## src/rtl/spatz_vrf_wport_arbiter.sv

```systemverilog
// Round-robin arbiter sharing the single VRF write port between execution units.
// One-entry output register drives the VRF; per-unit accept pulses report grants.
module spatz_vrf_wport_arbiter #(
  parameter int unsigned NrReq     = 3,
  parameter int unsigned AddrWidth = 10,
  parameter int unsigned DataWidth = 64,
  parameter int unsigned IdWidth   = 3
) (
  input  logic                                 clk_i,
  input  logic                                 rst_ni,
  input  logic [NrReq-1:0]                     req_we_i,
  input  logic [NrReq-1:0][AddrWidth-1:0]      req_waddr_i,
  input  logic [NrReq-1:0][DataWidth-1:0]      req_wdata_i,
  input  logic [NrReq-1:0][DataWidth/8-1:0]    req_wbe_i,
  input  logic [NrReq-1:0][IdWidth-1:0]        req_id_i,
  output logic [NrReq-1:0]                     req_wvalid_o,
  output logic                                 vrf_we_o,
  output logic [AddrWidth-1:0]                 vrf_waddr_o,
  output logic [DataWidth-1:0]                 vrf_wdata_o,
  output logic [DataWidth/8-1:0]               vrf_wbe_o,
  output logic [IdWidth-1:0]                   vrf_id_o,
  input  logic                                 vrf_wack_i
);

  localparam int unsigned IdxW = (NrReq > 1) ? $clog2(NrReq) : 1;

  logic [IdxW-1:0]        rr_q;
  logic                   valid_q;
  logic [AddrWidth-1:0]   addr_q;
  logic [DataWidth-1:0]   data_q;
  logic [DataWidth/8-1:0] be_q;
  logic [IdWidth-1:0]     id_q;

  logic                   free;
  logic                   found;
  logic                   grant;
  logic [IdxW-1:0]        winner;
  logic [IdxW-1:0]        rr_next;

  // Draining and refilling in the same cycle is allowed.
  assign free = !valid_q || vrf_wack_i;

  always_comb begin
    int            idx;
    logic [IdxW-1:0] idx_w;
    found  = 1'b0;
    winner = '0;
    idx    = 0;
    idx_w  = '0;
    for (int i = 0; i < int'(NrReq); i++) begin
      idx = int'(rr_q) + i;
      if (idx >= int'(NrReq)) idx = idx - int'(NrReq);
      idx_w = idx[IdxW-1:0];
      if (!found && req_we_i[idx_w]) begin
        found  = 1'b1;
        winner = idx_w;
      end
    end
  end

  assign grant   = free && found;
  assign rr_next = (winner == IdxW'(NrReq - 1)) ? '0 : winner + IdxW'(1);

  // Grant pulse is forced low while reset is asserted.
  for (genvar gi = 0; gi < NrReq; gi++) begin : g_wvalid
    assign req_wvalid_o[gi] = rst_ni && grant && (winner == IdxW'(gi));
  end

  always_ff @(posedge clk_i or negedge rst_ni) begin
    if (!rst_ni) begin
      rr_q    <= '0;
      valid_q <= 1'b0;
      addr_q  <= '0;
      data_q  <= '0;
      be_q    <= '0;
      id_q    <= '0;
    end else if (grant) begin
      rr_q    <= rr_next;
      valid_q <= 1'b1;
      addr_q  <= req_waddr_i[winner];
      data_q  <= req_wdata_i[winner];
      be_q    <= req_wbe_i[winner];
      id_q    <= req_id_i[winner];
    end else if (vrf_wack_i) begin
      valid_q <= 1'b0;
    end
  end

  assign vrf_we_o    = valid_q;
  assign vrf_waddr_o = addr_q;
  assign vrf_wdata_o = data_q;
  assign vrf_wbe_o   = be_q;
  assign vrf_id_o    = id_q;

endmodule
```

## config.mk

```make
export PLATFORM = sky130hd
export DESIGN_NAME = spatz_vrf_wport_arbiter
export DESIGN_NICKNAME = d
export VERILOG_FILES = /design/src/rtl/spatz_vrf_wport_arbiter.sv
export SDC_FILE = /design/constraint.sdc
export NUM_CORES = 1
export LEC_CHECK = 0
export ABC_AREA = 1
export BUFFER_PORTS_ARGS = -buffer_cell sky130_fd_sc_hd__buf_2
export CORE_ASPECT_RATIO = 0.5
export CORE_UTILIZATION = 40
export DETAILED_ROUTE_END_ITERATION = 10
export PLACE_DENSITY = 0.89
export SLEW_MARGIN = 30
export SYNTH_ARGS = -nofsm -noshare
export SYNTH_HDL_FRONTEND = slang
export SYNTH_SLANG_ARGS = --single-unit
```

## constraint.sdc

```tcl
create_clock -name clk_i -period 2 [get_ports clk_i]
set_input_delay 0.2 -clock clk_i [delete_from_list [all_inputs] [get_ports clk_i]]
set_output_delay 0.2 -clock clk_i [all_outputs]
set_load 0.02 [all_outputs]
```

* Word level (Yosys, flattened, before mapping)
Index checks and enable logic that the tools add are counted.
** Word-level totals
- Output and inout bits :: 89
- Register bits after elaboration :: 88
- Bits of input ports :: 261
** Operators by class
- Add/subtract/negate cells :: 6
- Magnitude comparators :: 7
- Equal/unequal tests :: 2
- Reduce and logical (&&, ||, !) cells :: 13
- Mux-type cells :: 26
** Operators by type and width (number)
- 64-bit binary-select mux with 2-bit select :: 1
- 64-bit 2-to-1 mux :: 1
- 10-bit binary-select mux with 2-bit select :: 1
- 8-bit binary-select mux with 2-bit select :: 1
- 2-bit 2-to-1 mux :: 7
- 2-bit by 3-bit < comparator with 1-bit output, second input constant :: 4
- 10-bit 2-to-1 mux :: 1
- 1-bit 2-to-1 mux :: 8
- 8-bit 2-to-1 mux :: 1
- 1-bit logical AND :: 7
- 1-bit binary-select mux with 2-bit select :: 3
- 3-bit binary-select mux with 2-bit select :: 1
- 3-bit by 2-bit greater-or-equal comparator with 1-bit output, second input constant :: 2
- 2-bit subtractor, second input constant :: 3
- 2-bit by 1-bit adder with 3-bit output, second input constant :: 1
- 2-bit by 2-bit adder with 3-bit output, second input constant :: 1
- 1-bit zero test :: 3
- 3-bit 2-to-1 mux :: 1
- 2-bit by 1-bit adder with 2-bit output, second input constant :: 1
- 2-bit by 1-bit equality test with 1-bit output, second input constant :: 1
- 2-bit equality test, second input constant :: 1
- 2-bit greater-or-equal comparator, second input constant :: 1
- 2-bit zero test :: 1
- 2-bit nonzero test :: 1
- 1-bit logical OR :: 1

* Logic depth before layout (Yosys ltp)
- Depth after elaboration :: 14
- Gate-level depth with buffers :: 15
- Gate-level depth less buffers :: 13

* Worst setup path after synthesis
No wires, ideal clock.
- Kind :: register to output
- Start :: reg rr_q[0]
- End :: out req_wvalid_o[2]
- Stages on the path, launching flop included :: 13
- Arrival time :: 2172 ps
- Required time :: 1800 ps
- Setup slack :: -372 ps
- Cell sequence :: dfrtp_1 -> inv_1 -> ha_1 -> inv_2 -> nand3_1 -> nand2_1 -> nor2_2 -> nand4_1 -> nand2_2 -> inv_2 -> buf_6 -> buf_2 -> nor3_1
** Between the ends
- Cells in the longest elaborated chain, start to end :: 14
- Elaborated cells between the ends (all ways) :: 31
** Ends and longest elaborated chain
- from (decl) :: line 27 : logic [IdxW-1:0] rr_q;
- from (signal assigned) :: line 78 : rr_q <= rr_next;
- branches (longest 13 deep; another with 2-bit by 1-bit adder with 3-bit output)
- 1-bit logical AND (*) :: line 66 : assign req_wvalid_o[gi] = rst_ni && grant && (winner == IdxW'(gi));
- to (decl) :: line 16 : output logic [NrReq-1:0] req_wvalid_o,
Every way passes the cells marked *. The select of a mux whose other input is x is not followed.

* Final worst setup path
- Start :: reg rr_q[0]
- End :: out req_wvalid_o[1]
** Between the ends
- Cells in the longest elaborated chain, start to end :: 14
- Elaborated cells between the ends (all ways) :: 31
** Ends and longest elaborated chain (line)
- branches (longest 13 deep; another with 2-bit by 1-bit adder with 3-bit output)
- 1-bit logical AND (*) :: 66
Marked as above.

==> reports/summary.txt <==
Slowest-stage cell, CP: dfrtp_1
Layout area overhead: 67.7%
Drt via density: 6.01
Clk_lat worst skew: 0.34 ns
Number of global-route vias before repair: 7624
Failing checks: negative setup slack
Die ar.: 15300 um2
Seq cells post-synth: 88
Peak supply drop: 0.00109 V
Reg-to-Reg Start: rr_q[0]
Synthesis warning total: 0
Post-Syn Instances: 918
Starting density of the core: 42.3%
Crit path capture type: output pin
Max-Cap Viols: 0
Fmax: 0.391 GHz
Dpl ws: -0.202 ns
Initial antenna violation count: 1
Placer Congestion: 0.945
Die Wd: 174 um
Critical-path cell list: inv_2, ha_4, nand2_2, nor2_4, inv_2, nand2_2, nand4_4, nand2_8, inv_2, nor3_4, buf_6
Proportion of layout cells with a drive suffix above 1: 41.6%
Tot Pwr: 23.3 mW
Endpoints failing setup: 91
Setup crit start kind: register
Clock Sinks: 88
Lkg Pwr: 5.53 nW
Unrepaired setup endpoints after global routing: true
Rows: 30
CTS root buffer: clkbuf_16
Pins over their slew limit: 0
Gr usage total: 31.6%
Layout fillers: 1030
WS Path Type: reg2out
Routed vias: 8953
First-pass GRT wire length: 38.0 mm
Synthesized Nets: 1183
Max incr delay on CP: 0.42 ns
Final core area utilization: 71.0%
Most used cell, CP: inv_2
Starting DRT DRC Count: 1220
# DRC: 0
Crit-path leading delay family: simple AND/OR/NAND/NOR gates
Worst Reg-to-Reg Cells: 14
Core Region: 14000 um2
Run status: finished, violations left
Maximum root-to-sink buffer count: 2
Detail Route Antenna Nets: 0
Worst Hold Class: in2reg
Drt pass-1 iters: 6
Min Tclk post-route: 2.56 ns
Syn avg cell area: 6.44 um2
WP depth: 11
CP required: 1.80 ns
Post-DP HPWL: 16.2 mm
Final hold vios: 0
Setup TNS: -35.26 ns
Largest net degree at the start of global routing: 89
I/O pins: 350
Drt total wl: 30.7 mm
Die H: 88.0 um
Max_slew headroom: 65.3%
Worst slew pin tran: 0.521 ns
Fin crit share: 128%
Cell variety after synth: 21
Num CTS Buffers: 9
Crit path capture: req_wvalid_o[1]
Worst reg2reg endpoint: vrf_wdata_o[47]
Buffers and inverters on the worst path: 4
Synth Cell Area: 5910 um2
Final nets: 1557
H-tree level count: 3
CTS tree: yes
Layout Skew: 0.00717 ns
Port Buffers: 349
CTS clk-pin slew, worst paths: 0.07 ns
Cell area power density: 2350 nW/um2
CP startpoint: rr_q[0]
Fin worst setup slack: -0.555 ns
Seq/Total Area, Yosys: 37.2%
DR WL/cell: 20.6 um
Crit path DAT: 2.36 ns
R2R setup slack: -0.55 ns
Crit path max fanout: 5
GR Overflow Total: 0
==> synth_stat cells <==
cell type    n  share of area, %
buf_1        5              0.32
nand3_1    264                22
inv_1       11              0.70
a21oi_1     85               7.2
nand4_2      1              0.21
nand4_1      3              0.32
buf_2       44               3.7
dfrtp_1     88                37
o21ai_0      1             0.085
nand2_2      3              0.32
o21ai_1      2              0.17
buf_4        6              0.76
inv_2        7              0.44
buf_6        1              0.19
clkbuf_1    25               1.6
nor3_1       3              0.25
ha_1         4              0.85
a21boi_1     1              0.13
nor2_2       1              0.11
nor2_1       4              0.25
nand2_1    359                23
==> through the flow <==
| stage | area, um2 | instances | hold WS [ns] |
|---|---|---|---|
| 5_1_grt | 9910 | 1490 | 0.180 |
| 4_1_cts | 9180 | 1467 | 0.152 |
| 2_1_floorplan | 5980 | 918 | -0.0956 |
| 3_3_place_gp | 8300 | 1429 | 0.310 |
| 6_report | 9910 | 1490 | 0.161 |
| 3_5_place_dp | 8300 | 1429 | 0.317 |
==> cell type report <==
cell class              count  area (um2)  share of cell area [%]
clock inverters             6        42.5                   0.429
clock buffers              10         239                    2.41
flip-flops and latches     88        2200                    22.2
well taps                 192         240                    2.42
repair buffers            444        3420                    34.5
inverters                  18        80.1                   0.808
diodes                      1        2.50                  0.0252
multi-input cells         731        3680                    37.1
==> placed cells by master, fill, tap and decap left out <==
| master | Yosys | routed |
|---|---|---|
| a21boi_2 | 0 | 1 |
| nand3_2 | 0 | 12 |
| inv_1 | 11 | 7 |
| ha_2 | 0 | 1 |
| nand3_1 | 264 | 247 |
| nand2_8 | 0 | 2 |
| a21oi_4 | 0 | 2 |
| clkinvlp_4 | 0 | 2 |
| nand3_4 | 0 | 5 |
| diode_2 | 0 | 1 |
| nand2_1 | 359 | 351 |
| nor2_4 | 0 | 3 |
| inv_6 | 0 | 3 |
| o21ai_2 | 0 | 2 |
| nand2_4 | 0 | 5 |
| buf_4 | 6 | 26 |
| buf_16 | 0 | 9 |
| clkbuf_8 | 0 | 1 |
| buf_2 | 44 | 345 |
| dlygate4sd3_1 | 0 | 1 |
| inv_2 | 7 | 7 |
| nand2_2 | 3 | 4 |
| nor3_4 | 0 | 3 |
| a21oi_2 | 0 | 26 |
| ha_4 | 0 | 2 |
| clkinv_2 | 0 | 2 |
| nand4_1 | 3 | 3 |
| buf_12 | 0 | 29 |
| dfrtp_1 | 88 | 88 |
| inv_4 | 0 | 3 |
| nor2_1 | 4 | 2 |
| o21ai_4 | 0 | 1 |
| clkbuf_16 | 0 | 24 |
| a21oi_1 | 85 | 57 |
| bufbuf_16 | 0 | 3 |
| buf_8 | 0 | 3 |
| nand4_4 | 0 | 1 |
| ha_1 | 4 | 1 |
| buf_6 | 1 | 13 |
==> cells by family (layout without fill, tap and decap cells) <==
group                      after synthesis  in the layout  synth area share (%)
DFF                                     88             88                  37.2
other                                    0              1                     0
buffers and inverters                   99            478                  7.72
AOI/OAI and AO/OA                       89             89                  7.58
and+or+nand+nor                        638            638                  46.6
adders and majority gates                4              4                 0.847
==> timing repair <==
action | in CTS | in global routing
hold endpoints to repair | 30 | 0
hold buffers | 1 | 0
buffers inserted | 12 | 5
pin swaps | 16 | 59
endpoints found under the setup margin | 91 | 91
cloned | 9 | 20
gates resized for setup | 55 | 74
==> how the worst min path moves through the flow <==
stage / to / slack (ns) / from / cells after the start
floorplan: rr_q[0] / -0.1 / rst_ni / 0
global placement: vrf_waddr_o[1] / 0.31 / rst_ni / 2
detailed placement: vrf_waddr_o[0] / 0.32 / rst_ni / 2
CTS: vrf_waddr_o[7] / 0.15 / req_waddr_i[17] / 5
global route: vrf_wdata_o[42] / 0.18 / req_wdata_i[106] / 5
finish: vrf_wdata_o[37] / 0.16 / req_wdata_i[101] / 5
==> state kept, by name, indices dropped and copies added (netlist names) <==
name,flops
vrf_waddr_o,10
rr_q,2
vrf_wdata_o,64
vrf_wbe_o,8
vrf_we_o,1
vrf_id_o,3
==> power breakdown <==
group / total (mW) / switching (mW) / internal [mW]
clock network: 1.64 / 0.762 / 0.882
logic: 18.3 / 10.6 / 7.69
registers: 3.36 / 0.570 / 2.79
total: 23.3 / 11.9 / 11.4
==> worst reg2reg max path, stage by stage, from the launching register on <==
cell	delay (ns)
dfrtp_1	0.42
inv_2	0.08
ha_4	0.33
nand2_2	0.12
nor2_4	0.16
inv_2	0.08
nand2_2	0.10
nand4_4	0.21
nand2_8	0.18
buf_12	0.17
buf_12	0.19
nand2_1	0.13
nand3_1	0.13
nand2_1	0.09
nand2_1	0.11
==> metal layers <==
metal | up-vias | global-route usage [%] | wire length, um
met5 | - | 0 | 0
met4 | 0 | 17.5 | 2120
met3 | 259 | 7.68 | 4230
met2 | 858 | 52.2 | 13200
met1 | 4024 | 38.8 | 11100
li1 | 3812 | - | -
(Power assumes the default switching activity.)
